$ cat config.mk
export PLATFORM = sky130hd
export DESIGN_NAME = spi_master_tx
export DESIGN_NICKNAME = d
export VERILOG_FILES = /design/src/rtl/spi_master_tx.sv
export SDC_FILE = /design/constraint.sdc
export NUM_CORES = 1
export LEC_CHECK = 0
export ABC_AREA = 1
export CAP_MARGIN = 20
export CELL_PAD_IN_SITES_DETAIL_PLACEMENT = 1
export CELL_PAD_IN_SITES_GLOBAL_PLACEMENT = 1
export CORE_MARGIN = 10
export CORE_UTILIZATION = 43
export DETAILED_ROUTE_END_ITERATION = 12
export HOLD_SLACK_MARGIN = 0.15
export PLACE_DENSITY = 0.95
export SLEW_MARGIN = 15
export SYNTH_ARGS = -nofsm -noshare
export SYNTH_HDL_FRONTEND = slang
export SYNTH_SLANG_ARGS = --single-unit
$ cat constraint.sdc
create_clock -name clk -period 2 [get_ports clk]
set_input_delay 0.2 -clock clk [delete_from_list [all_inputs] [get_ports clk]]
set_output_delay 0.2 -clock clk [all_outputs]
set_load 0.02 [all_outputs]
$ cat src/rtl/spi_master_tx.sv
// SPI mode-0 master (CPOL=0, CPHA=0, MSB first) with programmable SCK half-period.
// CS is held high for a guard interval after every frame so a synchronized slave can see it deassert.
module spi_master_tx #(
  parameter int N       = 8,
  parameter int CLK_DIV = 4
) (
  input  logic         clk,
  input  logic         reset,
  input  logic         start,
  input  logic [N-1:0] data_in,
  input  logic         MISO,
  output logic         SCK,
  output logic         MOSI,
  output logic         CS,
  output logic [N-1:0] data_out,
  output logic         busy,
  output logic         done
);

  localparam int DIV_W = (CLK_DIV < 2) ? 1 : $clog2(CLK_DIV);
  localparam int CNT_W = $clog2(N + 1);
  localparam logic [DIV_W-1:0] DIV_LAST = DIV_W'(CLK_DIV - 1);
  localparam logic [CNT_W-1:0] CNT_N    = CNT_W'(N);

  // A 2-flop slave synchronizer needs at least two clk cycles per SCK phase.
  generate
    if (CLK_DIV < 2) begin : g_bad_div
      $error("spi_master_tx: CLK_DIV must be >= 2");
    end
    if (N < 2) begin : g_bad_n
      $error("spi_master_tx: N must be >= 2");
    end
  endgenerate

  typedef enum logic [2:0] {
    IDLE  = 3'd0,
    SETUP = 3'd1,
    SHIFT = 3'd2,
    HOLD  = 3'd3,
    GAP   = 3'd4
  } state_e;

  state_e             state_q, state_d;
  logic [DIV_W-1:0]   div_q, div_d;
  logic [CNT_W-1:0]   bit_q, bit_d;
  logic [N-1:0]       tx_q, tx_d;
  logic [N-1:0]       rx_q, rx_d;
  logic [N-1:0]       dout_q, dout_d;
  logic               sck_q, sck_d;
  logic               mosi_q, mosi_d;
  logic               cs_q, cs_d;
  logic               busy_q, busy_d;
  logic               done_q, done_d;
  logic               div_wrap;

  assign div_wrap = (div_q == DIV_LAST);

  always_comb begin
    state_d = state_q;
    div_d   = div_q;
    bit_d   = bit_q;
    tx_d    = tx_q;
    rx_d    = rx_q;
    dout_d  = dout_q;
    sck_d   = sck_q;
    mosi_d  = mosi_q;
    cs_d    = cs_q;
    busy_d  = busy_q;
    done_d  = 1'b0;

    case (state_q)
      IDLE: begin
        if (start) begin
          // MSB goes out immediately; the register keeps the remaining bits left-aligned.
          tx_d    = {data_in[N-2:0], 1'b0};
          mosi_d  = data_in[N-1];
          rx_d    = '0;
          cs_d    = 1'b0;
          busy_d  = 1'b1;
          div_d   = '0;
          bit_d   = '0;
          state_d = SETUP;
        end
      end

      SETUP: begin
        if (div_wrap) begin
          div_d   = '0;
          sck_d   = 1'b1;
          rx_d    = {rx_q[N-2:0], MISO};
          bit_d   = bit_q + 1'b1;
          state_d = SHIFT;
        end else begin
          div_d = div_q + 1'b1;
        end
      end

      SHIFT: begin
        if (!div_wrap) begin
          div_d = div_q + 1'b1;
        end else begin
          div_d = '0;
          if (sck_q) begin
            sck_d = 1'b0;
            if (bit_q < CNT_N) begin
              mosi_d = tx_q[N-1];
              tx_d   = {tx_q[N-2:0], 1'b0};
            end else begin
              mosi_d = 1'b0;
            end
          end else if (bit_q == CNT_N) begin
            // Last low phase has completed; SCK stays low through HOLD.
            bit_d   = '0;
            state_d = HOLD;
          end else begin
            sck_d = 1'b1;
            rx_d  = {rx_q[N-2:0], MISO};
            bit_d = bit_q + 1'b1;
          end
        end
      end

      HOLD: begin
        if (div_wrap) begin
          div_d   = '0;
          cs_d    = 1'b1;
          dout_d  = rx_q;
          done_d  = 1'b1;
          state_d = GAP;
        end else begin
          div_d = div_q + 1'b1;
        end
      end

      GAP: begin
        if (div_wrap) begin
          div_d   = '0;
          busy_d  = 1'b0;
          state_d = IDLE;
        end else begin
          div_d = div_q + 1'b1;
        end
      end

      default: begin
        state_d = IDLE;
        sck_d   = 1'b0;
        cs_d    = 1'b1;
        mosi_d  = 1'b0;
        busy_d  = 1'b0;
        div_d   = '0;
        bit_d   = '0;
      end
    endcase
  end

  always_ff @(posedge clk or posedge reset) begin
    if (reset) begin
      state_q <= IDLE;
      div_q   <= '0;
      bit_q   <= '0;
      tx_q    <= '0;
      rx_q    <= '0;
      dout_q  <= '0;
      sck_q   <= 1'b0;
      mosi_q  <= 1'b0;
      cs_q    <= 1'b1;
      busy_q  <= 1'b0;
      done_q  <= 1'b0;
    end else begin
      state_q <= state_d;
      div_q   <= div_d;
      bit_q   <= bit_d;
      tx_q    <= tx_d;
      rx_q    <= rx_d;
      dout_q  <= dout_d;
      sck_q   <= sck_d;
      mosi_q  <= mosi_d;
      cs_q    <= cs_d;
      busy_q  <= busy_d;
      done_q  <= done_d;
    end
  end

  assign SCK      = sck_q;
  assign MOSI     = mosi_q;
  assign CS       = cs_q;
  assign data_out = dout_q;
  assign busy     = busy_q;
  assign done     = done_q;

endmodule

After elaboration in Yosys (flattened, before gate mapping)

Cells that the tools add are included.

Input port bits: 12
Word-level logic and storage cells: 98
Flip-flop bits (word level): 38
Output and inout bits: 13

Mux-type cells: 45
Order comparisons: 1
Eq/ne operators: 16
$add $sub $neg: 2
Reduce and logical (&&, ||, !) cells: 18
Bitwise gates (word level): 5

Operators with widths:

| kind                                                             | count |
|---|---|
| 8-bit two-way mux                                                | 9 |
| 8-bit case mux with 3 select lines                               | 1 |
| 3-bit two-way mux                                                | 7 |
| 4-bit two-way mux                                                | 5 |
| 2-bit inequality test (second input constant)                    | 10 |
| 4-bit case mux with 4 select lines                               | 1 |
| 8-bit case mux with 2 select lines                               | 1 |
| 3-bit case mux with 5 select lines                               | 1 |
| 1-bit two-way mux                                                | 13 |
| 1-bit case mux with 3 select lines                               | 4 |
| 3-bit OR reduction                                               | 4 |
| 5-bit AND reduction                                              | 2 |
| 3-bit AND reduction                                              | 3 |
| 7-bit AND reduction                                              | 1 |
| 3-bit by 2-bit == test with 1-bit output (second input constant) | 2 |
| 6-bit AND reduction                                              | 1 |
| 1-bit inverter                                                   | 5 |
| 4-bit by 1-bit adder with 4-bit output (second input constant)   | 1 |
| 4-bit == test (second input constant)                            | 1 |
| 4-bit less-than comparator (second input constant)               | 1 |
| 2-bit two-way mux                                                | 2 |
| 2-bit case mux with 2 select lines                               | 1 |
| 4-bit AND reduction                                              | 1 |
| 4-bit OR reduction                                               | 1 |
| 9 further kinds                                                  | 9 |

Depth between registers and ports, before layout

Depth in word-level cells: 5
Mapped depth: 10
Mapped depth without buffers: 9

Least setup slack after synthesis

OpenSTA, ideal clock, no wires.

Path kind: register to register
Start: register state_q[2]
End: register rx_q[0]
Path buffers: 1
Slack: 0.619 ns
Required time: 1.883 ns
Period minus slack after synthesis: 1.381 ns
Setup time: 0.117 ns
Stages on the path, launching flop included: 10
Data arrival time: 1.264 ns
Cells stage by stage: dfrtp_1 buf_2 inv_2 nand2_1 nor2_2 nand2_2 o21ai_2 nand2_4 nand2_1 nand2_1

Longest elaborated chain between the ends: 3
Elaborated cells between the ends (all ways): 11
Classes of those cells: 7 x eq/ne; 1 x mux; 3 x reduce/logical

Ends and longest elaborated chain:

| element                                                                             | RTL line | source |
|---|---|---|
| from (decl)                                                                         | 43       | `state_e state_q, state_d;` |
| from (signal assigned)                                                              | 171      | `state_q <= state_d;` |
| 3-bit by 2-bit == test with 1-bit output, or another cell as far along              | 71       | `case (state_q)` |
| 2-bit inequality test (no source line) / 3-bit nonzero test (equally long branches) | --       |  |
| 6-bit AND reduction (no source line)                                                | --       |  |
| to (signal assigned)                                                                | 175      | `rx_q <= rx_d;` |
| to (decl)                                                                           | 47       | `logic [N-1:0] rx_q, rx_d;` |

Several ways; a longest one is shown, not always the timed one.
A chain may end at the register's enable or synchronous reset.

Worst setup path in the final report

Start: register div_q[0]
End: register bit_q[3]

Longest elaborated chain between the ends: 3
Elaborated cells between the ends (all ways): 4
Classes of those cells: 3 x eq/ne; 1 x reduce/logical

Ends and longest elaborated chain:

| element                                | RTL line | source |
|---|---|---|
| from (decl)                            | 44       | `logic [DIV_W-1:0] div_q, div_d;` |
| from (signal assigned)                 | 172      | `div_q <= div_d;` |
| 2-bit == test *                        | 56       | `assign div_wrap = (div_q == DIV_LAST);` |
| 2-bit inequality test (no source line) | --       |  |
| 5-bit AND reduction (no source line) * | --       |  |
| to (signal assigned)                   | 173      | `bit_q <= bit_d;` |
| to (decl)                              | 45       | `logic [CNT_W-1:0] bit_q, bit_d;` |

Every way passes the cells marked *; elsewhere a longest branch is shown, timed or not.

==> metrics.cfg <==
[clock_network]
clock_path_buffers=2
htree_levels=2
cts_tree=yes
cts_made_buffers=5
cts.sinks=37
hold_buffers=0
root_buffer=clkbuf_8
clkLatencyLatePin_ns=0.29
path_clk_slew_ns=0.07

[timing]
drv_slew=0
finClkSkew_ns=0.00746
maxSlewHeadroom_pct=66.6
tightestPinTransition_ns=0.501
fin_tns_setup_ns=0
layout_worst_path_cycle_share_pct=89.9
setup_ws_ns=0.201
grt_setup_unrepaired=no
finalHoldViolations=0
fin_hold_ws_ns=0.323
fin_crit_ns=1.80
finalSetupViolations=0
clock.fmax_ghz=0.556

[power_and_ir_drop]
p_leak_nw=1.18
p_per_area_nw_per_um2=1530
peakVddDrop_v=0.000520

[grt]
grt_pass1_vias=1902
track_usage_pct=14.9
grt_use_met2_pct=24.1
use_met1_pct=18.0
grt.busiest_layer=met2
grt_pass1_wl_um=9160
use_met3_pct=3.84
grt_max_degree=38
grt-ovfl-total=0
antenna_found_initial=0

[floorplanning]
die_width_um=86.9
die_y_um=86.9
initial_core_util_pct=44.3
fp-row-count=24
ioPinCount=25
coreArea_um2=4350
die_area_um2=7560

[yosys]
synth.distinct_cells=28
yosysWarnings=0
synth_area_um2=1930
synthCells=249
syn-num-nets=264
post_synth.cell_area_avg_um2=7.74
synth_edf_count=0
yosys.area.top_type=dfrtp_1
ys_top_cells_by_count=87 x nand2_1, 36 x dfrtp_1, 24 x inv_1
ys_async_sr_fraction_pct=100
synth_top_area_share_pct=46.8
synth_ff_type=dfrtp_1
synth.most_common_cell=nand2_1
ys_ff_latch=37
yosysSeqAreaShare_pct=48.1
ys_top_cells_by_area=dfrtp_1 47%, nand2_1 17%, nand3_1 4.9%

[place]
dp_slack_ns=0.177
portBuffers=24
gp_congestion=0.876
dp.final_hpwl_um=3780

[routing]
vias_per_cell=5.19
drt_iter0_markers=83
first_pass_iters=4
ant_nets=0
drt-wirelength-per-cell_um=15.8
drcViolationCount=0
vias=1719
wl_um=5220

[worst_setup_path]
cp-start-kind=flip-flop
cp.required_ns=2.19
path_common_cell=nand2_1
path_cells=ha_1 > inv_1 > nand3_1 > nand2_1 > nor2_4 > nand2_2 > nand2_1 > nand2_1
cp_slowest_cell=dfrtp_1
max_stage_delay_ns=0.36
cp_max_fo=10
critical-path-top-delay-family=simple AND/OR/NAND/NOR gates
crit_buf_inv=1
cp-end-kind=flip-flop
worstPathArrival_ns=1.99
path_class=reg2reg

[cells_and_area]
final_nets=293
antennaDiodeCount=0
drive_gt1_share_pct=10.8
fin_util_pct=53.4
area_growth_pct=20.6

[worst_hold_path]
hp-class=in2async

[job]
maxCapViolCount=0

[outcome]
status=finished, final reports clean

## per-layer routing
layer,routed length [um],up-vias
li1,-,845
met1,2250,830
met2,2590,31
met3,221,13
met4,148,0
met5,0,-
## final cells by class
cell class	count	area [um^2]
Fill cell	551	2030
Tap cell	52	65.1
Inverter	29	109
Multi-Input combinational cell	178	853
Sequential cell	37	927
Clock buffer	6	72.6
Timing Repair Buffer	27	263
Clock inverter	2	35.0
## cell usage in the layout (no fill, tap or decap), types with 4 or more instances in the layout
master / instances
inv_1: 24
nand2_2: 4
clkdlybuf4s50_1: 24
o21ai_0: 10
dfrtp_1: 36
clkbuf_8: 5
inv_2: 5
nor2_1: 19
o21ai_1: 13
nand3_1: 19
nand2_1: 87
## worst register-to-register path, delay by kind of cell, from the launching register on
kind                     cells  cell delay (ns)
adder cells (fa/ha/maj)      1             0.29
flip-flops                   1             0.36
AND/OR/NAND/NOR              6             0.89
buffers and inverters        1             0.15
## sequential cells by signal (all words and copies together) (netlist names)
register  flops
div_q         2
bit_q         4
MOSI          1
CS            1
rx_q          8
data_out      8
state_q       3
tx_q          7
SCK           1
busy          1
done          1
## metrics by stage
stage | instances | instance area (um^2) | power [W]
global placement | 323 | 2210 | 0.00280
CTS | 331 | 2320 | 0.00359
floorplan | 249 | 1930 | 0.00239
detailed placement | 323 | 2210 | 0.00291
finish | 331 | 2320 | 0.00356
global route | 331 | 2320 | 0.00388
## power breakdown
| group | switching, W | total [W] | internal, W |
|---|---|---|---|
| Combinational | 0.00121 | 0.00178 | 0.000573 |
| Sequential | 0.000171 | 0.00115 | 0.000978 |
| Clock | 0.000266 | 0.000636 | 0.000370 |
## cells by family (layout without fill, tap and decap cells)
group | Yosys count | after routing | share of synthesized area, %
buffers and inverters | 34 | 64 | 7.73
XOR/XNOR | 1 | 1 | 0.455
flip-flops | 37 | 37 | 48.1
AND/OR/NAND/NOR | 143 | 143 | 33.0
adder cells (fa/ha/maj) | 3 | 3 | 1.95
AO/OA/AOI/OAI | 31 | 31 | 8.77
## final timing paths
check                      slack, ns                  from                    to  cells past startpoint
max                             0.20  div_q[0]$_DFFE_PP0N_  bit_q[3]$_DFFE_PP0P_                      8
min                             0.32                 reset   rx_q[3]$_DFFE_PP0P_                      3
max reg2reg                     0.20  div_q[0]$_DFFE_PP0N_  bit_q[3]$_DFFE_PP0P_                      8
min reg2reg                     0.47        CS$_DFFE_PP1P_        CS$_DFFE_PP1P_                      2
max in group asynchronous       1.32                 reset        CS$_DFFE_PP1P_                      3
min in group clk                0.47        CS$_DFFE_PP1P_        CS$_DFFE_PP1P_                      2
## what timing repair did
action,in CTS,in global routing
endpoints found under the setup margin,0,5
resized for setup,0,1
buffers inserted,0,0
(Power assumes the default switching activity.)
